<file path="src/rtl/mem_bus_bridge.sv">
// Bridge from the single-cycle CPU memory strobe to a held valid/ready bus handshake.
// It registers the read data and reports completion or a watchdog abort as one-cycle pulses.
module mem_bus_bridge #(
    parameter int unsigned TIMEOUT_CYCLES = 1023
) (
    input  logic        clk,
    input  logic        reset,
    input  logic        cpu_valid,
    input  logic [31:0] cpu_addr,
    input  logic [31:0] cpu_wdata,
    input  logic [3:0]  cpu_wstrb,
    output logic [31:0] cpu_rdata,
    output logic        cpu_ready,
    output logic        cpu_bus_error,
    output logic        busy,
    output logic        bus_valid,
    output logic [31:0] bus_addr,
    output logic [31:0] bus_wdata,
    output logic [3:0]  bus_wstrb,
    input  logic        bus_ready,
    input  logic [31:0] bus_rdata
);

    localparam int unsigned CNT_W   = (TIMEOUT_CYCLES > 0) ? $clog2(TIMEOUT_CYCLES + 1) : 1;
    localparam int unsigned LIMIT_I = (TIMEOUT_CYCLES > 0) ? TIMEOUT_CYCLES - 1 : 0;
    localparam logic [CNT_W-1:0] LIMIT   = LIMIT_I[CNT_W-1:0];
    localparam logic [CNT_W-1:0] CNT_MAX = {CNT_W{1'b1}};
    localparam logic             WDOG_EN = (TIMEOUT_CYCLES != 0);

    typedef enum logic [1:0] {
        IDLE = 2'd0,
        REQ  = 2'd1,
        RESP = 2'd2,
        ERR  = 2'd3
    } state_t;

    state_t           state_r;
    state_t           state_next_s;
    logic [CNT_W-1:0] wdog_cnt_r;
    logic             timeout_s;
    logic [31:0]      cpu_rdata_r;
    logic [31:0]      bus_addr_r;
    logic [31:0]      bus_wdata_r;
    logic [3:0]       bus_wstrb_r;
    logic             cpu_ready_r;
    logic             cpu_bus_error_r;
    logic             busy_r;
    logic             bus_valid_r;

    // Watchdog limit detect; a zero limit parameter disables the abort path entirely.
    always_comb begin
        timeout_s = 1'b0;
        if (WDOG_EN) begin
            timeout_s = (wdog_cnt_r == LIMIT);
        end else begin
            timeout_s = 1'b0;
        end
    end

    // Next-state decode; bus_ready takes priority over the watchdog limit in REQ.
    always_comb begin
        state_next_s = state_r;
        case (state_r)
            IDLE: begin
                if (cpu_valid) state_next_s = REQ;
                else           state_next_s = IDLE;
            end
            REQ: begin
                if (bus_ready)      state_next_s = RESP;
                else if (timeout_s) state_next_s = ERR;
                else                state_next_s = REQ;
            end
            RESP:    state_next_s = IDLE;
            ERR:     state_next_s = IDLE;
            default: state_next_s = IDLE;
        endcase
    end

    // State register.
    always_ff @(posedge clk) begin
        if (reset) state_r <= IDLE;
        else       state_r <= state_next_s;
    end

    // Control outputs registered from the next state so they track state_r exactly.
    always_ff @(posedge clk) begin
        if (reset) begin
            bus_valid_r     <= 1'b0;
            cpu_ready_r     <= 1'b0;
            cpu_bus_error_r <= 1'b0;
            busy_r          <= 1'b0;
        end else begin
            bus_valid_r     <= (state_next_s == REQ);
            cpu_ready_r     <= (state_next_s == RESP);
            cpu_bus_error_r <= (state_next_s == ERR);
            busy_r          <= (state_next_s != IDLE);
        end
    end

    // Payload capture, read-data capture and saturating watchdog counter.
    always_ff @(posedge clk) begin
        if (reset) begin
            bus_addr_r  <= 32'h0000_0000;
            bus_wdata_r <= 32'h0000_0000;
            bus_wstrb_r <= 4'b0000;
            cpu_rdata_r <= 32'h0000_0000;
            wdog_cnt_r  <= '0;
        end else begin
            case (state_r)
                IDLE: begin
                    if (cpu_valid) begin
                        bus_addr_r  <= cpu_addr;
                        bus_wdata_r <= cpu_wdata;
                        bus_wstrb_r <= cpu_wstrb;
                        wdog_cnt_r  <= '0;
                    end
                end
                REQ: begin
                    if (bus_ready) begin
                        // Stores leave the last read value in place.
                        if (bus_wstrb_r == 4'b0000) cpu_rdata_r <= bus_rdata;
                    end else if (timeout_s) begin
                        cpu_rdata_r <= 32'h0000_0000;
                    end else if (wdog_cnt_r != CNT_MAX) begin
                        wdog_cnt_r <= wdog_cnt_r + {{(CNT_W-1){1'b0}}, 1'b1};
                    end
                end
                default: begin
                end
            endcase
        end
    end

    assign cpu_rdata     = cpu_rdata_r;
    assign cpu_ready     = cpu_ready_r;
    assign cpu_bus_error = cpu_bus_error_r;
    assign busy          = busy_r;
    assign bus_valid     = bus_valid_r;
    assign bus_addr      = bus_addr_r;
    assign bus_wdata     = bus_wdata_r;
    assign bus_wstrb     = bus_wstrb_r;

endmodule

</file>
<file path="config.mk">
export PLATFORM = sky130hd
export DESIGN_NAME = mem_bus_bridge
export DESIGN_NICKNAME = d
export VERILOG_FILES = /design/src/rtl/mem_bus_bridge.sv
export SDC_FILE = /design/constraint.sdc
export NUM_CORES = 1
export LEC_CHECK = 0
export CORE_UTILIZATION = 35
export CTS_BUF_LIST = sky130_fd_sc_hd__clkbuf_8
export CTS_CLUSTER_DIAMETER = 50
export DETAILED_ROUTE_END_ITERATION = 10
export DONT_BUFFER_PORTS = 1
export PLACE_DENSITY_LB_ADDON = 0.05
export SLEW_MARGIN = 25
export SYNTH_ARGS = -nofsm -noshare
export SYNTH_HDL_FRONTEND = slang
export SYNTH_SLANG_ARGS = --single-unit
</file>
<file path="constraint.sdc">
create_clock -name clk -period 2.6 [get_ports clk]
set_input_delay 0.52 -clock clk [delete_from_list [all_inputs] [get_ports clk]]
set_output_delay 0.52 -clock clk [all_outputs]
set_load 0.1 [all_outputs]
</file>
==> metrics.md <==
| Metric | Value |
|---|---|
| Status | finished, final reports clean |
| Global-route wire length before repair | 18,100 µm |
| Via count | 3,909 |
| Worst Path Arrival | 2.36 ns |
| Clock transition at path regs | 0.06 ns |
| Seq cells post-synth | 116 |
| RSZ-0062 raised after global routing | no |
| Worst Skew | between 0.008 and 0.009 ns |
| EDFF count, synth | 0 |
| Core ar. | 12,000 µm² |
| Clock root buffer | clkbuf_8 |
| Largest area contributor in the netlist | dfxtp_1 |
| Final hold violations | 0 |
| Sequential-to-total area share from yosys stat | 53.8% |
| Sink Count | approximately 120 |
| Cell Area, Synth | 4320 µm² |
| CTS Buf Count | 17 |
| Nets | 730 |
| Worst-Skew Late Latency | 0.42 ns |
| Fin. max-slew vios | 0 |
| Final Non-Filler Cells | 782 |
| WL per Instance | 14.9 µm |
| Post-CTS Hold Buffers | 0 |
| Distinct cells, synth | 37 |
| VDD IR max | 0.329 mV |
| Worst-margin pin slew | 0.973 ns |
| # placed instances | about 750 |
| Initial antenna violation count | 1 |
| Die X | 113 µm |
| Crit path kind | flip-flop to flip-flop |
| CP Max Fanout | 7 |
| ANT cells | 0 |
| H-tree depth | 4 |
| Buffers on Ports | 0 |
| Main area contributors after synthesis | dfxtp_1, nand2_1, a21oi_1, nand3_1, clkbuf_1 |
| Multi-input gate area | roughly 1800 µm² |
| Post-synthesis net count | 646 |
| Final HPWL DP | approximately 7900 µm |
| Cell Rows | 40 |
| Vias per std cell | about 5.0 |
| Post-synth top area share | 53.8% |
| Relative slew slack | between 30% and 40% |
| Critical path endpoint category | flip-flop |
| Final worst slack | 0.562 ns |
| Worst Path Required | between 2 and 3 ns |
| # IOs | 208 |
| Post-Place Worst Slack | 0.579 ns |
| Resize count post-CTS | 0 |
| DRT Pass-1 Iters | 4 |
| Leak | 0.00223 µW |
| Layout cell share with drive strength beyond 1 | 22.0% |
| # Post-CTS Setup Buffers | 0 |
| Die Area | 12,800 µm² |
| CTS tree | built |
| Final Setup Violations | 0 |
| Avg Cell Area, Syn | 7.99 µm² |
| Starting Density | between 30% and 40% |
| Synth top cells by count | nand2_1, dfxtp_1, a21oi_1 |
| Synth warnings | 0 |
| Global route overflow | 0 |
| Setup TNS | 0 ns |
| Async set-reset flop share out of synthesis | 0% |
| Worst Hold Class | input port to flip-flop |
| Final hold slack | 0.164 ns |
| Area growth, synth to finish | 26.8% |
| Post-route DRC | 0 |
| Max Cap Violations | 0 |
| Synth Instances | 540 |
| GRT Total Usage | 18.4% |
| Initial drt markers | 237 |
| Final min period | 2.04 ns |
| Fillers | approximately 1,200 |
| Final wirelength | 11,700 µm |
| Vias in the first global route | 3,677 |
| Die height | around 110 µm |
| CP Launch Type | flip-flop |
| Reg area | 2320 µm² |
| Main flop type after synthesis | dfxtp_1 |
| Max Root-Sink Buffers | 2 |
| Final ANT Viol Nets | 0 |
| Largest net degree at the start of global routing | 117 |
| RePlAce Congestion | approximately 0.84 |
| Fin crit share | between 70% and 80% |
| Most common cell in the synthesized netlist | nand2_1 |
| Maximum clock frequency | 491 MHz |
| Power Density | 780 nW/µm² |
==> cell families (layout without fill, tap and decap cells) <==
family	count (synthesis)	count (layout)	synth area share, %
buffers and inverters	48	143	5.04
flip-flops	116	116	53.8
AO/OA/AOI/OAI	124	124	16.0
AND/OR/NAND/NOR	249	249	24.2
multiplexers	1	1	0.348
adder cells (fa/ha/maj)	2	2	0.580
==> worst max-delay path, stage by stage, from the launching register on <==
cell     delay, ns
dfxtp_1       0.39
ha_1          0.21
nand3_1       0.14
or2_2         0.34
nor2_1        0.37
nor3_2        0.16
mux2_4        0.32
==> area by class of cell <==
| class | count | area share (%) |
|---|---|---|
| Clock buffer | 19 | 4.78 |
| Clock inverter | 11 | 1.35 |
| Inverter | 6 | 0.412 |
| Multi-Input combinational cell | 376 | 32.5 |
| Sequential cell | 116 | 42.4 |
| Tap cell | 147 | 3.36 |
| Timing Repair Buffer | 107 | 15.1 |
==> metrics by stage <==
step / util (%) / area, µm² / total power, µW
4_1_cts: 45.6 / 5470 / 4330
3_5_place_dp: 42.8 / 5140 / 2880
5_1_grt: 45.6 / 5470 / 4460
2_1_floorplan: - / 4320 / 2730
3_3_place_gp: 42.8 / 5140 / 2870
6_report: 45.6 / 5470 / 4270
==> placed cells by master, fill, tap and decap left out, types with 2 or more instances in the layout <==
cell,netlist,routed
nand2_1,178,177
inv_1,6,11
buf_12,0,2
nor3_1,6,6
nand3_1,38,38
buf_4,2,105
o31ai_1,3,3
nand2_2,2,3
clkinv_2,0,5
a31oi_1,3,3
clkbuf_8,0,19
dfxtp_1,116,116
ha_1,2,2
o41ai_1,3,3
or4_1,3,3
nor2_1,8,8
a21oi_1,103,103
nor2b_1,3,3
o21ai_0,2,2
o22ai_1,2,2
nand4_1,2,2
nor4_1,3,3
==> flip-flops by register name, indices dropped and copies added (netlist names) <==
| signal | count |
|---|---|
| cpu_bus_error | 1 |
| bus_valid | 1 |
| state_r | 2 |
| bus_wdata | 32 |
| bus_wstrb | 4 |
| busy | 1 |
| cpu_ready | 1 |
| cpu_rdata | 32 |
| bus_addr | 32 |
| wdog_cnt_r | 10 |
==> power by group <==
group          internal (µW)  switching, µW  leakage (µW)
Sequential              1860           31.3      0.000947
Combinational            176            770       0.00108
Clock                    767            663      0.000197
Total                   2800           1460       0.00223
==> worst paths after layout <==
kind,start,to,slack (ns),cells past startpoint
setup / recovery,wdog_cnt_r[0]$_SDFFE_PP0P_,wdog_cnt_r[1]$_SDFFE_PP0P_,0.56,6
hold / removal,reset,bus_wdata[0]$_SDFFE_PP0P_,0.16,1
hold reg to reg,cpu_rdata[0]$_SDFFE_PP0P_,cpu_rdata[0]$_SDFFE_PP0P_,0.45,2
setup reg to reg,wdog_cnt_r[0]$_SDFFE_PP0P_,wdog_cnt_r[1]$_SDFFE_PP0P_,0.56,6
==> routing by layer <==
layer,wire length (µm),vias to the layer above,track usage [%]
met1,4670,1780,20.0
li1,-,1969,-
met5,11,-,0
met4,138,2,8.25
met3,1090,15,8.19
met2,5760,143,31.0
(Power assumes the default switching activity.)
